`src/rtl/warp_pkg.sv`:
```
// Shared types and width helpers for the warp engine memory adapter.
// Entry layout is common to the ROB and the adapter glue.
package warp_pkg;

    localparam int WARP_DATA_W = 32;

    typedef struct packed {
        logic                   valid;
        logic                   done;
        logic                   is_write;
        logic [WARP_DATA_W-1:0] data;
    } rob_entry_t;

    function automatic int tag_w(input int depth);
        return (depth > 1) ? $clog2(depth) : 1;
    endfunction

    function automatic int cnt_w(input int depth);
        return $clog2(depth + 1);
    endfunction

endpackage

```
`src/rtl/warp_mem_rob.sv`:
```
// Reorder buffer: tag allocation at tail, out-of-order completion, in-order retire.
// A completion that hits the current head retires in the same cycle.
module warp_mem_rob
    import warp_pkg::*;
#(
    parameter  int DEPTH = 8,
    localparam int TW    = tag_w(DEPTH),
    localparam int CW    = cnt_w(DEPTH)
) (
    input  logic                   clk,
    input  logic                   rst,
    input  logic                   alloc_en,
    input  logic                   alloc_write,
    output logic [TW-1:0]          tail,
    input  logic                   cpl_en,
    input  logic [TW-1:0]          cpl_tag,
    input  logic [WARP_DATA_W-1:0] cpl_data,
    output logic                   cpl_ok,
    output logic                   ret_en,
    output logic                   ret_write,
    output logic [WARP_DATA_W-1:0] ret_data,
    output logic                   full,
    output logic                   empty
);

    rob_entry_t     r_rob [DEPTH];
    logic [TW-1:0]  r_head;
    logic [TW-1:0]  r_tail;
    logic [CW-1:0]  r_count;
    rob_entry_t     w_head;
    logic           w_bypass;

    assign w_head    = r_rob[r_head];
    assign cpl_ok    = cpl_en & r_rob[cpl_tag].valid & ~r_rob[cpl_tag].done;
    assign w_bypass  = cpl_ok & (cpl_tag == r_head);
    assign ret_en    = w_head.valid & (w_head.done | w_bypass);
    assign ret_write = w_head.is_write;
    assign ret_data  = w_head.done ? w_head.data : cpl_data;
    assign tail      = r_tail;
    assign full      = (r_count == CW'(DEPTH));
    assign empty     = (r_count == '0);

    always_ff @(posedge clk or posedge rst) begin
        if (rst) begin
            for (int i = 0; i < DEPTH; i++) r_rob[i] <= '0;
            r_head  <= '0;
            r_tail  <= '0;
            r_count <= '0;
        end else begin
            if (cpl_ok) begin
                r_rob[cpl_tag].done <= 1'b1;
                r_rob[cpl_tag].data <= cpl_data;
            end
            if (alloc_en) begin
                r_rob[r_tail] <= '{valid: 1'b1, done: 1'b0,
                                   is_write: alloc_write, data: '0};
                r_tail <= r_tail + 1'b1;
            end
            // Retire last so a same-cycle bypass completion is cleared.
            if (ret_en) begin
                r_rob[r_head].valid <= 1'b0;
                r_rob[r_head].done  <= 1'b0;
                r_head <= r_head + 1'b1;
            end
            r_count <= r_count + CW'(alloc_en) - CW'(ret_en);
        end
    end

endmodule

```
`src/rtl/warp_mem_adapter.sv`:
```
// In-order untagged engine port onto a tagged out-of-order bus via a ROB.
// Optional watchdog: define WARP_MEM_ADAPTER_TIMEOUT_EN to add err_timeout.
module warp_mem_adapter
    import warp_pkg::*;
#(
    parameter  int ADDR_WIDTH      = 32,
    parameter  int DATA_WIDTH      = WARP_DATA_W,
    parameter  int MAX_OUTSTANDING = 8,
    parameter  int TIMEOUT_CYCLES  = 1024,
    localparam int TAG_WIDTH       = tag_w(MAX_OUTSTANDING)
) (
    input  logic                  clk,
    input  logic                  rst,
    input  logic                  eng_req_valid,
    output logic                  eng_req_ready,
    input  logic [ADDR_WIDTH-1:0] eng_req_addr,
    input  logic                  eng_req_write,
    input  logic [DATA_WIDTH-1:0] eng_req_data,
    output logic                  eng_resp_valid,
    output logic [DATA_WIDTH-1:0] eng_resp_data,
    output logic                  bus_req_valid,
    input  logic                  bus_req_ready,
    output logic [TAG_WIDTH-1:0]  bus_req_tag,
    output logic [ADDR_WIDTH-1:0] bus_req_addr,
    output logic                  bus_req_write,
    output logic [DATA_WIDTH-1:0] bus_req_data,
    input  logic                  bus_resp_valid,
    input  logic [TAG_WIDTH-1:0]  bus_resp_tag,
    input  logic [DATA_WIDTH-1:0] bus_resp_data,
    output logic                  err_spurious
`ifdef WARP_MEM_ADAPTER_TIMEOUT_EN
    ,
    output logic                  err_timeout
`endif
);

    logic                  w_full;
    logic                  w_empty;
    logic                  w_fire;
    logic                  w_cpl_ok;
    logic                  w_ret_en;
    logic                  w_ret_write;
    logic [DATA_WIDTH-1:0] w_ret_data;
    logic                  r_resp_valid;
    logic [DATA_WIDTH-1:0] r_resp_data;
    logic                  r_err_spurious;

    assign bus_req_valid = eng_req_valid & ~w_full;
    assign eng_req_ready = bus_req_ready & ~w_full;
    assign w_fire        = eng_req_valid & eng_req_ready;
    assign bus_req_addr  = eng_req_addr;
    assign bus_req_write = eng_req_write;
    assign bus_req_data  = eng_req_data;

    warp_mem_rob #(
        .DEPTH (MAX_OUTSTANDING)
    ) u_rob (
        .clk         (clk),
        .rst         (rst),
        .alloc_en    (w_fire),
        .alloc_write (eng_req_write),
        .tail        (bus_req_tag),
        .cpl_en      (bus_resp_valid),
        .cpl_tag     (bus_resp_tag),
        .cpl_data    (bus_resp_data),
        .cpl_ok      (w_cpl_ok),
        .ret_en      (w_ret_en),
        .ret_write   (w_ret_write),
        .ret_data    (w_ret_data),
        .full        (w_full),
        .empty       (w_empty)
    );

    always_ff @(posedge clk or posedge rst) begin
        if (rst) begin
            r_resp_valid   <= 1'b0;
            r_resp_data    <= '0;
            r_err_spurious <= 1'b0;
        end else begin
            r_resp_valid <= w_ret_en & ~w_ret_write;
            if (w_ret_en & ~w_ret_write) r_resp_data <= w_ret_data;
            if (bus_resp_valid & ~w_cpl_ok) r_err_spurious <= 1'b1;
        end
    end

    assign eng_resp_valid = r_resp_valid;
    assign eng_resp_data  = r_resp_data;
    assign err_spurious   = r_err_spurious;

`ifdef WARP_MEM_ADAPTER_TIMEOUT_EN
    localparam int TOW = $clog2(TIMEOUT_CYCLES + 1);

    logic [TOW-1:0] r_to_cnt;
    logic           r_err_timeout;

    // Counts cycles the head has waited; saturates at the limit.
    always_ff @(posedge clk or posedge rst) begin
        if (rst) begin
            r_to_cnt      <= '0;
            r_err_timeout <= 1'b0;
        end else begin
            if (w_ret_en || w_empty) r_to_cnt <= '0;
            else if (r_to_cnt != TOW'(TIMEOUT_CYCLES)) r_to_cnt <= r_to_cnt + 1'b1;
            if (r_to_cnt == TOW'(TIMEOUT_CYCLES) && !w_ret_en && !w_empty)
                r_err_timeout <= 1'b1;
        end
    end

    assign err_timeout = r_err_timeout;
`else
    wire w_unused_empty = w_empty;
`endif

endmodule

```
`config.mk`:
```
export PLATFORM = sky130hd
export DESIGN_NAME = warp_mem_adapter
export DESIGN_NICKNAME = d
export VERILOG_FILES = /design/src/rtl/warp_pkg.sv /design/src/rtl/warp_mem_rob.sv /design/src/rtl/warp_mem_adapter.sv
export SDC_FILE = /design/constraint.sdc
export NUM_CORES = 1
export LEC_CHECK = 0
export ABC_AREA = 1
export CAP_MARGIN = 30
export CORE_MARGIN = 2
export CORE_UTILIZATION = 44
export CTS_BUF_LIST = sky130_fd_sc_hd__clkbuf_4
export DETAILED_ROUTE_END_ITERATION = 8
export DONT_BUFFER_PORTS = 1
export SLEW_MARGIN = 0
export SYNTH_ARGS = -nofsm -noshare
export SYNTH_HDL_FRONTEND = slang
export SYNTH_SLANG_ARGS = --single-unit
export TNS_END_PERCENT = 10
```
`constraint.sdc`:
```
create_clock -name clk -period 11.8 [get_ports clk]
set_input_delay 1.18 -clock clk [delete_from_list [all_inputs] [get_ports clk]]
set_output_delay 1.18 -clock clk [all_outputs]
set_load 0.01 [all_outputs]
```
==> run summary, run 1 <==
Die height -> 201.0 µm
Static leakage -> 8.984 nW
Crit-path cells -> inv_2, buf_4, nand2_1, nand4_1, nand3_2, nor2_4, inv_2, a21oi_4, nand2_1, nand2_1, ha_1, inv_1, fa_1, xnor2_1
WL/cell -> 18.03 µm
TNS Setup -> 0 ps
Max Freq -> 209.4 MHz
FP Rows -> 72
Syn avg cell area -> 7.744 µm²
Dpl ws -> 7082 ps
Die width -> 201.0 µm
Slew HR -> 0.3168
H-Tree Depth -> 3
Switching Share -> 0.4359
Reg power frac -> 0.388
Syn nets -> 2318
PostCTS Resize Cnt -> 0
R2R setup slack -> 7030 ps
Psw -> 2.145 mW
Cells after DPL -> 2531
Number of buffers created by CTS -> 88
Worst Setup End Kind -> register
Clock sink count -> 324
Synth-to-layout area growth -> 4.526%
Routed wire length -> 48370 µm
Pint -> 2.777 mW
CP top delay family -> simple AND/OR/NAND/NOR gates
WP buf/inv -> 4
Slowest stage cell, crit path -> nor2_4
Critical path peak fanout -> 54
Seq/Total Area, Yosys -> 0.4746
Worst min path class -> in -> async
Fin Clk Skew -> 42.55 ps
WS Path Type -> reg -> reg
Worst Hold Slack -> 402.9 ps
Post-layout min period -> 4775 ps
Vias per Instance -> 5.262
Worst skew pair latency -> 770 ps
Setup violations, final -> 0
Mapped Cells -> 2206
Core Area -> 0.03847 mm²
Area of the die -> 0.04042 mm²
# Post-CTS Setup Buffers -> 0
Post-route ant nets -> 0
Outcome -> finished, final reports clean
Final worst path period share -> 0.4046
Drt drc -> 0
Synthesized cell area -> 0.01708 mm²
Max incr delay on CP -> 930 ps
Worst EP required -> 12430 ps
Root buffer cell -> clkbuf_4
Fin. Hold Viols -> 0
Layout cells sized above 1 -> 0.09524
RSZ-0062 raised after global routing -> no
Slew Limit Fails -> 0
Arrival time at the worst endpoint -> 5400 ps
Syn. warnings -> 0
Vias in the first global route -> 13740
Fin cells -> 2682
PortBufs -> 0
Register-to-Register Path Depth -> 14
Peak VDD IR -> 0.0001164 V
Reg2reg start -> u_rob.r_head[0]
First-pass GRT wire length -> 77450 µm
Io pins -> 209
Reg2reg end -> u_rob.r_count[2]
Worst-margin pin slew -> 1025 ps
Gp weighted congestion -> 0.8319
DP Wirelength -> 29210 µm
PwrDens -> 275.6 mW/mm²
Max cap viols -> 0
CTS clk-pin slew, worst paths -> 60 ps
Drt first pass iters -> 5
Most frequent CP cell -> nand2_1
Pin count of the biggest net entering global routing -> 166
Logic pwr share -> 0.404
CTS tree -> built
NumNets Final -> 2216
Grt ovf -> 0
Distinct cells, synth -> 31
Clock buffer depth -> 3
Starting Density -> 0.4441
Initial drt markers -> 776
Global-route usage over all layers -> 0.2423
CTS Hold Bufs -> 0
#FFs+latches synth -> 324
Setup crit start kind -> register
Antenna violations before repair -> 1
Via count -> 14110
Clock Power Share -> 0.208
Setup slack after layout -> 7025 ps
==> flip-flops by register name (all words and copies together), names as in the netlist, named ones only <==
signal and count:
u_rob.r_rob 272, eng_resp_data 32, eng_resp_valid 1, u_rob.r_count 4
u_rob.tail 3, err_spurious 1, u_rob.r_head 3
==> cell usage after synthesis <==
cell / number / area [µm²]
nand2_1: 469 / 1760
o21ai_0: 381 / 1907
dfrtp_1: 324 / 8108
inv_1: 305 / 1145
a21oi_1: 299 / 1496
buf_4: 83 / 623.1
buf_2: 69 / 345.3
clkbuf_1: 56 / 210.2
o211ai_1: 44 / 330.3
nor2_1: 40 / 150.1
nand4_1: 34 / 212.7
nand3_1: 26 / 130.1
nand3_2: 12 / 120.1
o21ai_1: 12 / 60.06
inv_2: 8 / 30.03
buf_1: 6 / 22.52
ha_1: 6 / 75.07
buf_6: 5 / 56.30
nor3_1: 5 / 25.02
xor2_1: 5 / 43.79
nand3_4: 3 / 52.55
nand2_4: 2 / 22.52
nor2_4: 2 / 22.52
nor3_2: 2 / 20.02
xnor2_1: 2 / 17.52
a21o_1: 1 / 7.510
a21oi_4: 1 / 16.27
fa_1: 1 / 20.02
nand4_2: 1 / 12.51
nand4_4: 1 / 21.27
nor2_8: 1 / 20.02
==> metal layers <==
metal | vias up | wire length (µm) | track usage
met2 | 417 | 23640 | 0.4016
met5 | - | 0 | 0
met4 | 0 | 1680 | 0.1093
li1 | 6907 | - | -
met3 | 86 | 2687 | 0.05438
met1 | 6703 | 20360 | 0.3029
==> through the flow <==
stage	utilization	cell area (µm²)	power [mW]
finish	0.4642	17860	4.922
global route	0.4642	17860	5.348
CTS	0.4636	17830	4.949
detailed placement	0.4348	16720	3.907
global placement	0.4340	16700	3.842
floorplan	-	17080	3.407
==> power by group through the flow <==
stage          clock [mW]  sequential [mW]  combinational, mW
4_1_cts              1.05             1.91               1.98
2_1_floorplan           0             1.83               1.57
6_report             1.03             1.91               1.99
5_1_grt              1.12             1.97               2.27
3_3_place_gp            0             1.91               1.93
3_5_place_dp            0             1.93               1.98
==> worst reg2reg max path, delay by kind of cell, from the launching register on <==
kind	cells	cell delay, ps
buffers and inverters	4	800
AOI/OAI and AO/OA	1	490
DFF	1	650
adders and majority gates	2	570
and+or+nand+nor	6	2020
xor gates and xnor gates	1	140
==> logic make-up (layout without fill, tap and decap cells) <==
group / count (synthesis) / in the layout / share of synthesized area
DFF: 324 / 324 / 0.4746
adders and majority gates: 7 / 7 / 0.005566
buffers and inverters: 532 / 489 / 0.1424
other: 0 / 1 / 0
and+or+nand+nor: 598 / 598 / 0.1504
xor gates and xnor gates: 7 / 7 / 0.003589
AOI/OAI and AO/OA: 738 / 738 / 0.2235
==> layout by cell type (no fill, tap or decap), drive strengths merged <==
| cell type | n |
|---|---|
| a21o | 1 |
| dfrtp | 324 |
| bufinv | 1 |
| nand4 | 36 |
| buf | 27 |
| nand2 | 471 |
| a21oi | 300 |
| clkinv | 7 |
| ha | 6 |
| inv | 314 |
| xor2 | 5 |
| o21ai | 393 |
| o211ai | 44 |
| xnor2 | 2 |
| nor2 | 43 |
| nor3 | 7 |
| clkbuf | 140 |
| nand3 | 41 |
| diode | 1 |
| fa | 1 |
==> worst max-delay path by stage <==
stage                     depth (start not counted)             from  slack, ps                    endpoint
after floorplan                                   1              rst       1650  asynchronous set/reset pin
after global placement                           14  u_rob.r_head[0]       7180            u_rob.r_count[1]
after detailed placement                         14  u_rob.r_head[0]       7080            u_rob.r_count[2]
after CTS                                        14  u_rob.r_head[0]       7070            u_rob.r_count[2]
after global routing                             14  u_rob.r_head[0]       6720            u_rob.r_count[2]
final                                            14  u_rob.r_head[0]       7030            u_rob.r_count[2]
==> area by class of cell <==
| cell class | instances | area, µm² |
|---|---|---|
| clock inverters | 9 | 60.06 |
| diodes | 1 | 2.502 |
| multi-input cells | 1350 | 6553 |
| flip-flops and latches | 324 | 8113 |
| clock buffers | 140 | 1051 |
| repair buffers | 27 | 247.7 |
| inverters | 313 | 1182 |
| well taps | 518 | 648.1 |
| fillers | 3917 | 20610 |
No activity file was read; power rests on OpenSTA's default activity.
==> run 2: changes to the inputs <==
Clock period 11.8 ns to 4.75 ns, I/O delays scaled along.
==> run 2 against run 1 <==
Non-clock buffer count rose by 43. Critical endpoint unchanged. Total power rose to 2.5 times the previous value. Combinational power rose to 2.5 times the previous value. Critical path type unchanged. Cell count rose by 1.9%.
==> run summary, run 2 (same netlist as run 1, synthesis figures left out) <==
FP Rows -> 72
Worst EP required -> 5440 ps
Largest Register -> u_rob.r_rob
Initial drt markers -> 1209
RSZ-0062 raised after global routing -> no
Clock buffer depth -> 3
Die width -> 201.0 µm
Max Freq -> 272.7 MHz
Clock Power Share -> 0.202
Setup crit start kind -> register
Max cap viols -> 0
Critical path peak fanout -> 190
Area of the die -> 0.04042 mm²
Post-route ant nets -> 0
Psw -> 5.481 mW
WL/cell -> 18.78 µm
Finished Core Util -> 0.4754
Largest register FFs -> 272
Io pins -> 209
Peak VDD IR -> 0.0003722 V
WS Path Type -> reg -> reg
Slew Limit Fails -> 0
NumNets Final -> 2263
PostCTS Resize Cnt -> 0
DP Wirelength -> 29950 µm
Static leakage -> 9.143 nW
Slew HR -> 0.3835
Starting Density -> 0.4441
Arrival time at the worst endpoint -> 4350 ps
Gp weighted congestion -> 0.8562
Fin Clk Skew -> 62.13 ps
Clock sink count -> 324
Global-route usage over all layers -> 0.2581
Cells after DPL -> 2537
Routed wire length -> 51330 µm
Worst min path class -> in -> reg
Pin count of the biggest net entering global routing -> 191
PortBufs -> 0
Vias in the first global route -> 14210
CTS tree -> built
Vias per Instance -> 5.308
Outcome -> finished, final reports clean
R2R setup slack -> 1080 ps
First-pass GRT wire length -> 81630 µm
Most frequent cells in the layout -> nand2_1, o21ai_0, dfrtp_1
Fin cells -> 2734
Antenna violations before repair -> 11
Commonest non-fill, non-tap cell in the layout -> nand2_1
Synth-to-layout area growth -> 7.045%
Drt drc -> 0
Worst Hold Slack -> 41.70 ps
PwrDens -> 676.2 mW/mm²
Via count -> 14510
Layout cells sized above 1 -> 0.09375
Worst-margin pin slew -> 921.4 ps
Pint -> 6.886 mW
H-Tree Depth -> 3
Root buffer cell -> clkbuf_4
CTS clk-pin slew, worst paths -> 70 ps
Setup violations, final -> 0
Grt ovf -> 0
Post-layout min period -> 3668 ps
Reg power frac -> 0.388
Fin. Hold Viols -> 0
Number of buffers created by CTS -> 92
Logic pwr share -> 0.410
Switching Share -> 0.4432
Worst skew pair latency -> 800 ps
Die height -> 201.0 µm
Worst Setup End Kind -> register
Final worst path period share -> 0.7721
Fillers -> 3866
Drt first pass iters -> 5
# Post-CTS Setup Buffers -> 0
Core Area -> 0.03847 mm²
[run 2: critical path: stages (launching register included)]
cell and delay (ps):
dfrtp_4 730, buf_12 550, nand2_1 100, o211ai_1 130, nand2_1 130, nor2_4 130, inv_2 70, a21oi_4 420
nand2_1 180, nand2_1 100, ha_1 170, inv_1 60, fa_1 400, xnor2_1 140
[run 2: layout make-up]
type,count,area (µm²),share of cell area
clock buffers,128,960.9,0.05255
diodes,8,20.02,0.001095
flip-flops and latches,324,8113,0.4436
multi-input cells,1350,6558,0.3586
well taps,518,648.1,0.03544
inverters,313,1179,0.06445
clock inverters,23,126.4,0.006910
repair buffers,70,683.2,0.03736
[run 2: repair_timing]
action,4_1_cts,5_1_grt
endpoints found under the setup margin,0,0
hold endpoints to repair,389,0
hold buffers,37,0
[run 2: power by group through the flow]
stage,clock [mW],combinational (mW),sequential (mW)
3_5_place_dp,0,4.98,4.84
5_1_grt,2.71,5.77,4.93
4_1_cts,2.56,5.06,4.79
2_1_floorplan,0,3.91,4.56
6_report,2.49,5.07,4.80
3_3_place_gp,0,4.87,4.81
[run 2: routing by layer]
layer / vias up / GRT usage / share of wire
met1: 6825 / 0.3321 / 0.43
met2: 533 / 0.4147 / 0.46
met5: - / 0.008333 / 0.0018
li1: 7017 / - / -
met4: 10 / 0.1201 / 0.040
met3: 126 / 0.05747 / 0.066
[run 2: per-stage QoR]
stage | setup slack [ps] | setup TNS (ps) | total power [mW] | instance area, µm²
floorplan | -47.74 | -15470 | 8.465 | 17090
global placement | 1258 | 0 | 9.677 | 16750
detailed placement | 1197 | 0 | 9.816 | 16780
CTS | 1192 | 0 | 12.41 | 18240
global route | 834.3 | 0 | 13.41 | 18290
finish | 1082 | 0 | 12.37 | 18290
[run 2: final timing paths]
| path | cells past startpoint | start | end |
|---|---|---|---|
| setup / recovery | 13 | u_rob.r_head[0] | u_rob.r_count[2] |
| hold / removal | 4 | bus_resp_data[16] | eng_resp_data[16] |
| setup reg to reg | 13 | u_rob.r_head[0] | u_rob.r_count[2] |
| hold reg to reg | 2 | register | register |
| max in group asynchronous | 3 | rst | u_rob.r_rob[152] |
| min in group asynchronous | 2 | rst | u_rob.r_rob[166] |
